## src/rtl/wb_master_seq.sv

```systemverilog
// wb_master_seq: in-order command FIFO feeding a Wishbone classic master.
// Optional bus timeout is enabled by defining WB_MASTER_SEQ_TIMEOUT_EN.
module wb_master_seq #(
    parameter int FIFO_DEPTH = 4,
    parameter int TIMEOUT    = 255
) (
    input  logic        wb_clk_i,
    input  logic        wb_rst_n_i,
    input  logic        cmd_valid_i,
    output logic        cmd_ready_o,
    input  logic        cmd_we_i,
    input  logic [31:0] cmd_adr_i,
    input  logic [31:0] cmd_dat_i,
    input  logic [3:0]  cmd_sel_i,
    output logic        rsp_valid_o,
    input  logic        rsp_ready_i,
    output logic [31:0] rsp_dat_o,
    output logic        rsp_err_o,
    output logic        wbm_cyc_o,
    output logic        wbm_stb_o,
    output logic        wbm_we_o,
    output logic [31:0] wbm_adr_o,
    output logic [31:0] wbm_dat_o,
    output logic [3:0]  wbm_sel_o,
    input  logic [31:0] wbm_dat_i,
    input  logic        wbm_ack_i,
    input  logic        wbm_err_i,
    output logic        busy_o
);

    localparam int AW = $clog2(FIFO_DEPTH);
    localparam int CW = AW + 1;
    localparam int EW = 1 + 4 + 32 + 32;
    localparam logic [CW-1:0] FULL = CW'(FIFO_DEPTH);
    localparam logic [7:0] TMO_LIM = 8'(TIMEOUT);

    typedef enum logic [1:0] {
        S_IDLE,
        S_BUS,
        S_RESP
    } state_t;

    state_t r_state;
    state_t w_state_nxt;

    logic [EW-1:0] r_mem [FIFO_DEPTH];
    logic [AW-1:0] r_wr_ptr;
    logic [AW-1:0] r_rd_ptr;
    logic [CW-1:0] r_cnt;

    logic          w_ready;
    logic          w_push;
    logic          w_pop;
    logic          w_head_we;
    logic [3:0]    w_head_sel;
    logic [31:0]   w_head_adr;
    logic [31:0]   w_head_dat;
    logic          w_tmo_hit;

    logic          r_cyc;
    logic          r_we;
    logic [31:0]   r_adr;
    logic [31:0]   r_dat;
    logic [3:0]    r_sel;
    logic          r_rsp_valid;
    logic [31:0]   r_rsp_dat;
    logic          r_rsp_err;

    logic          w_cyc_nxt;
    logic          w_we_nxt;
    logic [31:0]   w_adr_nxt;
    logic [31:0]   w_dat_nxt;
    logic [3:0]    w_sel_nxt;
    logic          w_rsp_valid_nxt;
    logic [31:0]   w_rsp_dat_nxt;
    logic          w_rsp_err_nxt;

    // A full FIFO refuses a push even when a pop happens on the same edge.
    assign w_ready = (r_cnt != FULL);
    assign w_push  = cmd_valid_i && w_ready;
    assign {w_head_we, w_head_sel, w_head_adr, w_head_dat} = r_mem[r_rd_ptr];

    // FIFO storage; contents are don't-care while the pointers say empty.
    always_ff @(posedge wb_clk_i) begin
        if (w_push) begin
            r_mem[r_wr_ptr] <= {cmd_we_i, cmd_sel_i, cmd_adr_i, cmd_dat_i};
        end
    end

    // FIFO pointers wrap naturally because the depth is a power of two.
    always_ff @(posedge wb_clk_i) begin
        if (!wb_rst_n_i) begin
            r_wr_ptr <= '0;
            r_rd_ptr <= '0;
            r_cnt    <= '0;
        end else begin
            if (w_push) r_wr_ptr <= r_wr_ptr + 1'b1;
            if (w_pop)  r_rd_ptr <= r_rd_ptr + 1'b1;
            case ({w_push, w_pop})
                2'b10:   r_cnt <= r_cnt + 1'b1;
                2'b01:   r_cnt <= r_cnt - 1'b1;
                default: r_cnt <= r_cnt;
            endcase
        end
    end

`ifdef WB_MASTER_SEQ_TIMEOUT_EN
    logic [7:0] r_tmo_cnt;

    // Counts bus cycles of the current transfer; idle time keeps it at zero.
    always_ff @(posedge wb_clk_i) begin
        if (!wb_rst_n_i) begin
            r_tmo_cnt <= '0;
        end else if (r_state != S_BUS) begin
            r_tmo_cnt <= '0;
        end else begin
            r_tmo_cnt <= r_tmo_cnt + 1'b1;
        end
    end

    assign w_tmo_hit = (r_state == S_BUS) && (r_tmo_cnt == TMO_LIM);
`else
    logic w_unused_tmo;

    assign w_unused_tmo = ^TMO_LIM;
    assign w_tmo_hit    = 1'b0;
`endif

    // State and registered bus/response outputs.
    always_ff @(posedge wb_clk_i) begin
        if (!wb_rst_n_i) begin
            r_state     <= S_IDLE;
            r_cyc       <= 1'b0;
            r_we        <= 1'b0;
            r_adr       <= '0;
            r_dat       <= '0;
            r_sel       <= '0;
            r_rsp_valid <= 1'b0;
            r_rsp_dat   <= '0;
            r_rsp_err   <= 1'b0;
        end else begin
            r_state     <= w_state_nxt;
            r_cyc       <= w_cyc_nxt;
            r_we        <= w_we_nxt;
            r_adr       <= w_adr_nxt;
            r_dat       <= w_dat_nxt;
            r_sel       <= w_sel_nxt;
            r_rsp_valid <= w_rsp_valid_nxt;
            r_rsp_dat   <= w_rsp_dat_nxt;
            r_rsp_err   <= w_rsp_err_nxt;
        end
    end

    // Next state: issue head, wait for ack/err/timeout, hold the response.
    always_comb begin
        w_state_nxt     = r_state;
        w_pop           = 1'b0;
        w_cyc_nxt       = r_cyc;
        w_we_nxt        = r_we;
        w_adr_nxt       = r_adr;
        w_dat_nxt       = r_dat;
        w_sel_nxt       = r_sel;
        w_rsp_valid_nxt = r_rsp_valid;
        w_rsp_dat_nxt   = r_rsp_dat;
        w_rsp_err_nxt   = r_rsp_err;
        unique case (r_state)
            S_IDLE: begin
                if (r_cnt != '0) begin
                    w_pop       = 1'b1;
                    w_state_nxt = S_BUS;
                    w_cyc_nxt   = 1'b1;
                    w_we_nxt    = w_head_we;
                    w_adr_nxt   = w_head_adr;
                    w_dat_nxt   = w_head_dat;
                    w_sel_nxt   = w_head_sel;
                end
            end
            S_BUS: begin
                // err beats ack; a real response beats the timeout.
                if (wbm_err_i || (!wbm_ack_i && w_tmo_hit)) begin
                    w_state_nxt     = S_RESP;
                    w_cyc_nxt       = 1'b0;
                    w_rsp_valid_nxt = 1'b1;
                    w_rsp_dat_nxt   = '0;
                    w_rsp_err_nxt   = 1'b1;
                end else if (wbm_ack_i) begin
                    w_state_nxt     = S_RESP;
                    w_cyc_nxt       = 1'b0;
                    w_rsp_valid_nxt = 1'b1;
                    w_rsp_dat_nxt   = r_we ? 32'h0 : wbm_dat_i;
                    w_rsp_err_nxt   = 1'b0;
                end
            end
            S_RESP: begin
                if (rsp_ready_i) begin
                    w_state_nxt     = S_IDLE;
                    w_rsp_valid_nxt = 1'b0;
                end
            end
            default: begin
                w_state_nxt = S_IDLE;
                w_cyc_nxt   = 1'b0;
            end
        endcase
    end

    assign cmd_ready_o = w_ready;
    assign busy_o      = (r_cnt != '0) || (r_state != S_IDLE);
    assign wbm_cyc_o   = r_cyc;
    assign wbm_stb_o   = r_cyc;
    assign wbm_we_o    = r_we;
    assign wbm_adr_o   = r_adr;
    assign wbm_dat_o   = r_dat;
    assign wbm_sel_o   = r_sel;
    assign rsp_valid_o = r_rsp_valid;
    assign rsp_dat_o   = r_rsp_dat;
    assign rsp_err_o   = r_rsp_err;

endmodule

```

## config.mk

```make
export PLATFORM = sky130hd
export DESIGN_NAME = wb_master_seq
export DESIGN_NICKNAME = d
export VERILOG_FILES = /design/src/rtl/wb_master_seq.sv
export SDC_FILE = /design/constraint.sdc
export NUM_CORES = 1
export LEC_CHECK = 0
export ABC_AREA = 1
export CAP_MARGIN = 0
export CELL_PAD_IN_SITES_DETAIL_PLACEMENT = 0
export CELL_PAD_IN_SITES_GLOBAL_PLACEMENT = 2
export CORE_MARGIN = 2
export CORE_UTILIZATION = 38
export DETAILED_ROUTE_END_ITERATION = 12
export GPL_TIMING_DRIVEN = 1
export MAX_ROUTING_LAYER = met4
export PLACE_DENSITY_LB_ADDON = 0.1
export SETUP_SLACK_MARGIN = 0.02
export SYNTH_ARGS = -nofsm -noshare
export SYNTH_HDL_FRONTEND = slang
export SYNTH_SLANG_ARGS = --single-unit
```

## constraint.sdc

```tcl
create_clock -name wb_clk_i -period 9.3 [get_ports wb_clk_i]
set_input_delay 0.93 -clock wb_clk_i [delete_from_list [all_inputs] [get_ports wb_clk_i]]
set_output_delay 0.93 -clock wb_clk_i [all_outputs]
set_load 0.005 [all_outputs]
```

; Word level (Yosys, flattened, before mapping)
; Memory sizes are Yosys's and may differ from the RTL's. A register that Yosys moved wholly into a read port is not among the register bits.
; Index checks and enable logic that the tools add are counted.
[word_totals]
wordCells = 58
mem_bits_rw = 276
n_memories = 1
regBits = 44
[memory_table]
columns = memory, depth, width, read_ports, rd_clocked_by_memory_dff, write_ports, line
row1 = r_mem, 4, 69, 1, 1, 1, 46  ; logic [EW-1:0] r_mem [FIFO_DEPTH];
[classes]
addsub = 4
mux = 22
eq_ne = 8
reduce_logical = 14
bitwise = 1
[ops]
columns = cell, n
row1 = 2-to-1 mux 32 bit, 3
row2 = 2-to-1 mux 1 bit, 11
row3 = AND reduction 3 bit, 3
row4 = 2-to-1 mux 2 bit, 4
row5 = nonzero test 2 bit, 4
row6 = "inequality test 3 bit, second input constant", 2
row7 = one-hot mux 2 bit (3 select lines), 1
row8 = one-hot mux 3 bit (2 select lines), 1
row9 = "adder 2 x 1 -> 2 bit, second input constant", 2
row10 = "== test 2 x 1 -> 1 bit, second input constant", 2
row11 = "== test 2 bit, second input constant", 2
row12 = "inequality test 2 bit, second input constant", 2
row13 = AND reduction 2 bit, 2
row14 = "adder 3 x 1 -> 3 bit, second input constant", 1
row15 = one-hot mux 1 bit (3 select lines), 1
row16 = nonzero test 3 bit, 1
row17 = "subtractor 3 x 1 -> 3 bit, second input constant", 1
row18 = zero test 2 bit, 1
row19 = one-hot mux 1 bit (2 select lines), 1
row20 = logical AND 1 bit, 1
row21 = zero test 1 bit, 1
row22 = logical OR 1 bit, 1
row23 = NOT 1 bit, 1

; Depth between registers and ports, before layout
; Gate-level depths: netlist of the first run.
[logic_depth]
word_depth = 5
depth_mapped = 13

; Worst setup path after synthesis of the first run
; No wires, ideal clock.
[synth_timing]
path_type = input -> register
startpoint = input cmd_valid_i
endpoint = memory r_mem[0][0] (netlist name), enable pin
stages = 2
setup_slack_ns = 4.817
setup_ns = 0.497
n_path_buf = 0
arrival_time_ns = 3.986
cell_sequence = nand2_1 -> nor2_1
[synth_via]
elab_chain_len = 3
[synth_rtl]
columns = item, line
row1 = "start, declared", 9  ; input logic cmd_valid_i,
row2 = logical AND 1 bit, 80  ; assign w_push = cmd_valid_i && w_ready;
row3 = 2-to-1 mux 1 bit, 85  ; if (w_push) begin
row4 = 2-to-1 mux 1 bit (implied by the code), 86  ; r_mem[r_wr_ptr] <= {cmd_we_i, cmd_sel_i, cmd_adr_i, cmd_dat_i};
row5 = "end, declared", 46
; Every way passes these cells.

; Worst setup path after layout of the first run
[layout_timing]
startpoint = input cmd_valid_i
endpoint = memory r_mem[3][29] (netlist name), enable pin
; The elaborated chain is that of the path after synthesis.

==> results of run 1 <==
==> cell families (layout without fill, tap and decap cells) <==
group           Yosys count  in the layout  synth area share (%)
other cells               0              4                     0
flops                   389            389                  71.9
compound gates          259            259                  8.84
simple gates            575            575                  15.1
fa+ha+maj                 6              6                 0.563
buf+inv                 102            327                  3.57
==> state kept, by name, summed over array words and instances, names as in the netlist, 2 cells and up <==
name	cells
rsp_dat_o	32
r_wr_ptr	2
r_state	2
r_cnt	3
wbm_adr_o	32
wbm_sel_o	4
r_rd_ptr	2
r_mem	276
wbm_dat_o	32
==> worst register-to-register path, stage by stage (launching register included) <==
cell and delay (ns):
dfxtp_4 0.51, inv_4 0.36, buf_4 0.92, o21ai_0 0.41
nand2_1 0.14, nor2_1 0.05, nor2_1 0.11
==> cells in the final DEF (no fill, tap or decap), drive strengths merged <==
master	count
edfxtp	276
clkinvlp	2
diode	4
clkinv	19
inv	20
clkbuf	53
fa	1
ha	5
nor3	1
clkdlybuf4s50	212
o21ai	215
nand2	113
buf	14
bufinv	7
nand3	36
nor2	425
dfxtp	113
a21oi	44
==> power by group through the flow <==
stage | Sequential, uW | Clock, uW | Combinational [uW]
after floorplan | 2260 | 0 | 1020
after global placement | 2300 | 0 | 1580
after detailed placement | 2310 | 0 | 1580
after CTS | 2270 | 1830 | 1590
after global routing | 2300 | 1900 | 1770
final | 2270 | 1780 | 1540
==> metal layers <==
layer / up-vias / track usage (%) / part of all wire (%)
met5: - / - / 0
met2: 204 / 29.5 / 47
li1: 4918 / - / -
met1: 4653 / 23.3 / 46
met3: 49 / 3.51 / 4.7
met4: 0 / 4.39 / 1.8
==> final cells by class <==
| class | count | area share (%) |
|---|---|---|
| timing repair buffer | 226 | 11.9 |
| clock buffer | 53 | 6.36 |
| tap | 511 | 3.43 |
| inverter | 19 | 0.402 |
| antenna | 4 | 0.0537 |
| clock inverter | 29 | 1.76 |
| multi-input combinational | 840 | 19.5 |
| sequential | 389 | 56.6 |
==> metrics by stage <==
stage | hold slack (ns) | instance area, um^2 | util, % | cells | power, uW
final | 0.462 | 18700 | 49.3 | 2071 | 5590
after global routing | 0.484 | 18700 | 49.3 | 2071 | 5970
after CTS | 0.464 | 18600 | 49.3 | 2067 | 5690
after detailed placement | 0.455 | 17100 | 45.3 | 1985 | 3890
after global placement | 0.450 | 17100 | 45.3 | 1985 | 3880
after floorplan | 0.444 | 14700 | - | 1331 | 3280
==> final timing paths <==
kind / startpoint / to / depth (start not counted)
worst max register to register: r_rd_ptr[0] / wbm_dat_o[3] / 6
worst max-delay path: cmd_valid_i / r_mem[3][29] / 4
worst min-delay path: rsp_err_o / rsp_err_o / 2
worst min register to register: rsp_err_o / rsp_err_o / 2
==> flow_metrics.py, run 1 <==
metrics = {
    "run_status": {
        "status": "completed",
    },
    "place": {
        "io_buffers": 213,
        "globalplace.congestion": 0.706,
        "dp_hpwl_mm": 19.5,
        "post-place-ws_ns": 5.85,
    },
    "cts": {
        "clkLatencyLatePin_ns": 0.54,
        "numClockSinks": 389,
        "hold_buffers": 0,
        "htree_levels": 2,
        "root_buffer": "clkbuf_16",
        "clkTransAtPathRegs_ns": 0.05,
        "cts_resized": 0,
        "numCtsBuffers": 44,
        "clock_path_buffers": 3,
        "tritoncts": "yes",
        "post_cts_buffers": 0,
    },
    "cells_and_area": {
        "multi_input_area_mm2": 0.00363,
        "area_growth_pct": 27.2,
        "nets": 1633,
        "fillerInstances": 3504,
        "drive_above_1_share_pct": 6.36,
        "regArea_mm2": 0.0106,
    },
    "logic_synthesis": {
        "ys_warn_count": 0,
        "synth_edf_count": 276,
        "ys_async_sr_fraction_pct": 0,
        "synth-seq-cells": 389,
        "ys_seq_area_share_pct": 71.9,
        "synth_area_mm2": 0.0147,
        "ys_types": 18,
        "synth.avg_cell_area_um2": 11.0,
        "yosys.area.top_type_share_pct": 56.5,
        "synth_flop_cell": "edfxtp_1",
        "synth_most_common_cell": "nor2_1",
        "netlist_top_cells_count": "nor2_1, edfxtp_1, dfxtp_1, nand2_1, o21ai_1",
        "synthTopCellsByArea": "edfxtp_1, dfxtp_1, nor2_1",
        "synth_cells": 1331,
        "syn-num-nets": 1444,
        "yosys.area.top_type": "edfxtp_1",
    },
    "timing": {
        "fin_ws_ns": 6.44,
        "min_period_over_period_pct": 30.7,
        "finalSetupTns_ns": 0,
        "slew_headroom_pct": 15.4,
        "setup_viol": 0,
        "report.final.slew_viol_count": 0,
        "fmax_mhz": 350,
        "fin_skew_ns": 0.0123,
        "hold_viol_final": 0,
        "tightest_slew_ns": 1.27,
        "rsz0062_at_grt": "false",
        "fin_crit_ns": 2.86,
    },
    "detailed_routing": {
        "routed_via_density": 4.74,
        "vias": 9824,
        "wl_per_cell_um": 16.9,
        "drc": 0,
        "drt_first_pass_iters": 5,
        "drt_iter0_drc": 470,
        "wirelength_mm": 35.1,
        "drt.antenna.violating_nets": 0,
    },
    "power": {
        "switching_share_pct": 31.6,
        "vdd_drop_max_mv": 0.213,
        "power_frac_comb_pct": 27.5,
        "power_switching_uw": 1760,
        "seq_power_share_pct": 40.6,
        "intPower_uw": 3820,
        "clockPowerShare_pct": 31.9,
        "power_density_mw_per_mm2": 299,
        "power.leakage_uw": 0.00661,
    },
    "floorplanning": {
        "initial_core_util_pct": 38.8,
        "die_y_um": 200,
        "die_area_mm2": 0.0402,
        "io_pins": 214,
        "rows": 71,
        "die_w_um": 200,
        "core_area_mm2": 0.0378,
    },
    "worst_setup_path": {
        "crit_arrival_ns": 3.01,
        "cp_num_buf_inv": 2,
        "crit_family": "buffers and inverters",
        "slowest_delay_ns": 0.79,
        "cp_cell_sequence": "clkdlybuf4s50_1, nand2_1, nor2_4, buf_4",
        "critPathSlowestCell": "buf_4",
        "worstSetupPathType": "primary input to flop",
        "cp-end-kind": "flop",
        "required_ns": 9.46,
        "worst-path-max-fanout": 57,
        "r2r_slack_ns": 6.74,
        "start_kind": "primary input",
    },
    "global_route": {
        "grt_max_degree": 109,
        "gr-usage-all-layers_pct": 18.0,
        "grt-ovfl-total": 0,
        "grt_first_pass_wirelength_mm": 55.6,
        "grt_pass1_vias": 9908,
        "antenna_found_initial": 4,
    },
    "min_path": {
        "hold_class": "flop to flop",
    },
    "job": {
        "maxCapViolations": 0,
    },
}
Power figures use the tool's default switching activity.
==> run 2, diff against run 1 <==
--- a/config.mk
+++ b/config.mk
@@ -10,7 +10,7 @@
 export CELL_PAD_IN_SITES_DETAIL_PLACEMENT = 0
 export CELL_PAD_IN_SITES_GLOBAL_PLACEMENT = 2
 export CORE_MARGIN = 2
-export CORE_UTILIZATION = 38
+export CORE_UTILIZATION = 35
 export DETAILED_ROUTE_END_ITERATION = 12
 export GPL_TIMING_DRIVEN = 1
 export MAX_ROUTING_LAYER = met4
==> constraint.sdc (replaced) <==
create_clock -name wb_clk_i -period 2.65 [get_ports wb_clk_i]
set_input_delay 0.265 -clock wb_clk_i [delete_from_list [all_inputs] [get_ports wb_clk_i]]
set_output_delay 0.265 -clock wb_clk_i [all_outputs]
set_load 0.005 [all_outputs]
==> run 2 against run 1 <==
Largest power group unchanged. Sequential share of layout area decreased by 0.065 points. Total power rose to 3.4 times the previous value. Global-route usage decreased by 0.53 points. Worst hold slack worse by 0.20 ns. Sequential cell count did not move. Die area grew 8.4%. Sequential power grew to 3.5 times the previous value. Setup slack lost 5.9 ns.
==> flow_metrics.py, run 2 (synthesis gave the netlist of run 1 again) <==
metrics = {
    "floorplanning": {
        "core_area_mm2": 0.0411,
        "io_pins": 214,
        "die_w_um": 209,
        "die_y_um": 209,
        "rows": 74,
        "die_area_mm2": 0.0436,
        "initial_core_util_pct": 35.7,
    },
    "cells_and_area": {
        "final_cells": 2094,
        "drive_above_1_share_pct": 6.59,
        "antennaDiodeCount": 0,
        "regMostFlops": "r_mem",
        "final_common_cell": "nor2_1",
        "largest_reg_flops": 276,
        "nets": 1642,
        "area_growth_pct": 27.3,
        "most-common-layout-cells": "nor2_1, edfxtp_1, clkdlybuf4s50_1, nand2_1",
    },
    "worst_setup_path": {
        "worstSetupPathType": "flop to primary output",
        "slowest_delay_ns": 0.51,
        "r2r_slack_ns": 0.82,
        "reg2reg_to": "wbm_adr_o[17]",
        "start_kind": "flop",
        "cp_cell_sequence": "nor2_1, nand3_1, clkdlybuf4s50_1",
        "cp_num_buf_inv": 1,
        "crit_arrival_ns": 1.82,
        "crit_family": "buffers and inverters",
        "cp-end-kind": "primary output",
        "required_ns": 2.38,
        "worst-path-max-fanout": 5,
        "reg2reg_depth": 6,
        "r2r-start": "r_cnt[0]",
        "critPathSlowestCell": "clkdlybuf4s50_1",
    },
    "detailed_routing": {
        "drt_first_pass_iters": 5,
        "drt_iter0_drc": 645,
        "drt.antenna.violating_nets": 0,
        "drc": 0,
        "wl_per_cell_um": 17.6,
        "wirelength_mm": 36.8,
        "vias": 9892,
        "routed_via_density": 4.72,
    },
    "global_route": {
        "grt_first_pass_wirelength_mm": 57.6,
        "gr-usage-all-layers_pct": 17.5,
        "grt_max_degree": 140,
        "grt_pass1_vias": 9906,
        "grt-ovfl-total": 0,
        "antenna_found_initial": 0,
    },
    "cts": {
        "numClockSinks": 389,
        "root_buffer": "clkbuf_16",
        "post_cts_buffers": 0,
        "tritoncts": "yes",
        "numCtsBuffers": 43,
        "cts_resized": 0,
        "hold_buffers": 0,
        "htree_levels": 2,
        "clock_path_buffers": 3,
        "clkLatencyLatePin_ns": 0.55,
        "clkTransAtPathRegs_ns": 0.06,
    },
    "timing": {
        "hold_viol_final": 0,
        "min_period_over_period_pct": 78.6,
        "fin_skew_ns": 0.00939,
        "report.final.slew_viol_count": 0,
        "slew_headroom_pct": 33.2,
        "fmax_mhz": 480,
        "tightest_slew_ns": 1.00,
        "setup_viol": 0,
        "fin_crit_ns": 2.08,
        "fin_ws_ns": 0.568,
        "rsz0062_at_grt": "false",
    },
    "job": {
        "maxCapViolations": 0,
    },
    "power": {
        "power.leakage_uw": 0.00661,
        "vdd_drop_max_mv": 0.773,
        "power_density_mw_per_mm2": 1030,
    },
    "min_path": {
        "hold_class": "primary input to flop",
        "hp-start": "wb_rst_n_i",
        "worstHoldEndpoint": "wbm_dat_o[13]",
        "holdPathStages": 4,
    },
    "run_status": {
        "status": "completed",
    },
    "place": {
        "io_buffers": 213,
        "dp_hpwl_mm": 20.4,
        "post-place-ws_ns": 0.710,
        "globalplace.congestion": 0.691,
        "post-place-cells": 2016,
    },
}
## run 2: cell count changes in the layout (fill, tap and decap cells not counted), sizes merged
cell      previous run  this run
clkinvlp             2         0
diode                4         0
clkbuf              53        64
bufinv               7         0
buf                 14        24
clkinv              19        14
inv                 20        19
## run 2: per-stage QoR
| stage | power (uW) | hold WS (ns) | util, % | setup TNS, ns | instance area, um^2 |
|---|---|---|---|---|---|
| final | 19100 | 0.259 | 45.4 | 0 | 18700 |
| after global routing | 20500 | 0.280 | 45.4 | 0 | 18700 |
| after CTS | 19500 | 0.232 | 45.4 | 0 | 18700 |
| after detailed placement | 13800 | 0.456 | 42.2 | 0 | 17300 |
| after global placement | 13800 | 0.447 | 42.2 | 0 | 17300 |
| after floorplan | 11500 | 0.364 | - | -81.66 | 14700 |
## run 2: worst min-delay path, delay by kind of cell
family / cells / cell delay [ns]
AO/OA/AOI/OAI: 1 / 0.11
buffers and inverters: 2 / 0.33
AND/OR/NAND/NOR: 1 / 0.05
## run 2: cell type report
class,count,area [um^2]
Fill cell,3877,22400
Tap cell,532,666
Multi-Input combinational cell,840,3630
Sequential cell,389,10600
Timing Repair Buffer,236,2410
Inverter,19,75.1
Clock buffer,64,1260
Clock inverter,14,76.3
## run 2: worst max-delay path by stage
stage                      startpoint            to  cells past startpoint  slack, ns
after floorplan              r_cnt[0]   r_mem[0][0]                      4      -0.30
after global placement    cmd_valid_i  r_mem[3][37]                      5       0.73
after detailed placement  cmd_valid_i  r_mem[3][37]                      5       0.71
after CTS                  r_state[1]        busy_o                      3       0.52
after global routing       r_state[1]        busy_o                      3       0.48
final                      r_state[1]        busy_o                      3       0.57
## run 2: metal layers
metal | GRT usage (%) | routed length [um] | up-vias | part of all wire (%)
li1 | - | - | 4927 | -
met1 | 23.1 | 17400 | 4700 | 47
met2 | 28.1 | 17100 | 207 | 47
met3 | 2.77 | 1500 | 58 | 4.1
met4 | 5.05 | 776 | 0 | 2.1
met5 | - | 0 | - | 0
## run 2: report_power, final
group          switching [uW]  internal [uW]
Sequential                371           7470
Combinational            3530           2170
Clock                    2340           3280
Total                    6240          12900
==> run 3, diff against run 2 <==
--- a/config.mk
+++ b/config.mk
@@ -10,7 +10,7 @@
 export CELL_PAD_IN_SITES_DETAIL_PLACEMENT = 0
 export CELL_PAD_IN_SITES_GLOBAL_PLACEMENT = 2
 export CORE_MARGIN = 2
-export CORE_UTILIZATION = 35
+export CORE_UTILIZATION = 32
 export DETAILED_ROUTE_END_ITERATION = 12
 export GPL_TIMING_DRIVEN = 1
 export MAX_ROUTING_LAYER = met4
==> constraint.sdc (replaced) <==
create_clock -name wb_clk_i -period 1.9 [get_ports wb_clk_i]
set_input_delay 0.19 -clock wb_clk_i [delete_from_list [all_inputs] [get_ports wb_clk_i]]
set_output_delay 0.19 -clock wb_clk_i [all_outputs]
set_load 0.005 [all_outputs]
==> run 3 against run 2 <==
Via count increased by 0.45%. Critical path depth unchanged. Sequential power increased by 39%. Clock power grew 45%. First-iteration DRC count shrank 11%. Count of clock-buffer cells in the layout up 6. Highest routed layer unchanged.
==> flow_metrics.py, run 3 (synthesis gave the netlist of run 1 again) <==
metrics = {
    "job": {
        "maxCapViolations": 0,
    },
    "cts": {
        "htree_levels": 2,
        "tritoncts": "yes",
        "clkLatencyLatePin_ns": 0.55,
        "root_buffer": "clkbuf_16",
        "numCtsBuffers": 44,
        "clkTransAtPathRegs_ns": 0.05,
        "numClockSinks": 389,
        "clock_path_buffers": 3,
        "hold_buffers": 0,
        "post_cts_buffers": 0,
    },
    "floorplanning": {
        "io_pins": 214,
        "core_area_mm2": 0.0453,
        "die_y_um": 218,
        "die_w_um": 218,
        "initial_core_util_pct": 32.4,
        "rows": 78,
        "die_area_mm2": 0.0476,
    },
    "power": {
        "intPower_uw": 18500,
        "power_frac_comb_pct": 30.3,
        "vdd_drop_max_mv": 0.879,
        "power.leakage_uw": 0.00672,
        "switching_share_pct": 32.3,
        "clockPowerShare_pct": 29.8,
        "power_switching_uw": 8830,
        "finalPower_uw": 27400,
        "power_density_mw_per_mm2": 1440,
        "seq_power_share_pct": 39.9,
    },
    "timing": {
        "hold_viol_final": 0,
        "fin_skew_ns": 0.00651,
        "tightest_slew_ns": 0.576,
        "rsz0062_at_grt": "false",
        "fmax_mhz": 561,
        "min_period_over_period_pct": 93.8,
        "report.final.slew_viol_count": 0,
        "setup_viol": 0,
        "slew_headroom_pct": 61.6,
        "fin_crit_ns": 1.78,
    },
    "cells_and_area": {
        "largest_reg_flops": 276,
        "final_common_cell": "nor2_1",
        "nets": 1654,
        "multi_input_area_mm2": 0.00365,
        "regMostFlops": "r_mem",
        "regArea_mm2": 0.0106,
        "drive_above_1_share_pct": 7.56,
        "most-common-layout-cells": "nor2_1, edfxtp_1, clkdlybuf4s50_1, o21ai_1, nand2_1",
        "area_growth_pct": 29.7,
        "fillerInstances": 4418,
        "fin_util_pct": 42.0,
    },
    "global_route": {
        "grt-ovfl-total": 0,
        "grt_pass1_vias": 9794,
        "grt_first_pass_wirelength_mm": 57.8,
        "gr-usage-all-layers_pct": 16.4,
        "grt_max_degree": 75,
        "antenna_found_initial": 1,
    },
    "worst_setup_path": {
        "r2r_slack_ns": 0.14,
        "start_kind": "flop",
        "critPathSlowestCell": "clkdlybuf4s50_1",
        "cp-end-kind": "primary output",
        "worst-path-max-fanout": 4,
        "required_ns": 1.71,
        "crit_family": "buffers and inverters",
        "crit_end": "cmd_ready_o",
        "cp_cell_sequence": "nor2_4, nand2_2, clkdlybuf4s50_1",
        "crit_path_start": "r_cnt[0]",
        "r2r-start": "r_cnt[2]",
        "worstSetupPathType": "flop to primary output",
        "crit_arrival_ns": 1.59,
        "reg2reg_to": "r_cnt[2]",
        "path_depth": 3,
        "slowest_delay_ns": 0.53,
        "reg2reg_depth": 11,
        "cp_num_buf_inv": 1,
    },
    "detailed_routing": {
        "wl_per_cell_um": 17.4,
        "wirelength_mm": 37.8,
        "drt.antenna.violating_nets": 0,
        "vias": 9937,
        "drt_first_pass_iters": 5,
        "drt_iter0_drc": 574,
        "routed_via_density": 4.57,
        "drc": 0,
    },
    "min_path": {
        "hold_class": "primary input to flop",
        "hp-start": "wb_rst_n_i",
    },
    "run_status": {
        "status": "completed",
    },
    "place": {
        "dp_hpwl_mm": 21.8,
        "io_buffers": 213,
        "globalplace.congestion": 0.702,
    },
}
[run 3: cell types whose count changed in the layout (fill, tap and decap cells not counted), moves of 2 or more]
| cell | delta |
|---|---|
| clkbuf_1 | +3 |
| dfxtp_2 | +2 |
| nand2_1 | -2 |
| clkinv_2 | -4 |
| clkbuf_8 | +2 |
| nor2_1 | -2 |
| dfxtp_1 | -2 |
| buf_4 | +3 |
| buf_12 | +7 |
[run 3: worst min-delay path by stage]
stage / endpoint / slack, ns / depth (start not counted)
after floorplan: r_mem[0][0] / 0.29 / 0
after global placement: r_cnt[0] / 0.43 / 1
after detailed placement: r_cnt[0] / 0.45 / 1
after CTS: wbm_dat_o[3] / 0.14 / 4
after global routing: wbm_dat_o[1] / 0.16 / 4
final: wbm_dat_o[1] / 0.15 / 4
[run 3: routing by layer]
layer | vias up | share of wire (%) | GRT usage (%)
li1 | 4957 | - | -
met1 | 4744 | 46 | 21.3
met2 | 182 | 48 | 26.1
met3 | 54 | 4.5 | 3.65
met4 | 0 | 1.7 | 3.85
met5 | - | 0 | -
[run 3: worst register-to-register path: stages (launching register included)]
cell and delay, ns:
dfxtp_1 0.34, inv_1 0.08, nand2_1 0.11, nand2_4 0.07, inv_2 0.06, ha_1 0.15, inv_1 0.07, fa_1 0.39
nand2_1 0.09, nand3_1 0.09, o21ai_0 0.15, a21oi_1 0.05
[run 3: metrics by stage]
step	hold WS (ns)	worst slack (ns)	std cells	instance area, um^2	setup TNS [ns]
floorplan	0.289	-0.161	1331	14700	-40.01
global placement	0.435	0.0688	2095	17600	0
detailed placement	0.450	0.0674	2095	17600	0
CTS	0.138	0.0323	2175	19000	0
global route	0.165	0.0307	2176	19000	0
finish	0.153	0.118	2176	19000	0
[run 3: layout make-up]
class                   count  area share [%]
repair buffers            247            13.6
inverters                  19           0.395
diodes                      1          0.0132
flip-flops and latches    389            55.5
multi-input cells         840            19.2
clock inverters            10           0.382
well taps                 600            3.95
clock buffers              70            6.94
[run 3: what timing repair did]
item	CTS	global route
gates resized for setup	2	2
setup endpoints to repair	1	7
hold endpoints to repair	0	0
[run 3: power groups by stage]
stage,Clock (uW),Combinational (uW),Sequential [uW]
CTS,8460,8560,10900
detailed placement,0,8540,11100
global placement,0,8560,11100
floorplan,0,5010,11000
global route,8770,9420,11100
finish,8150,8290,10900
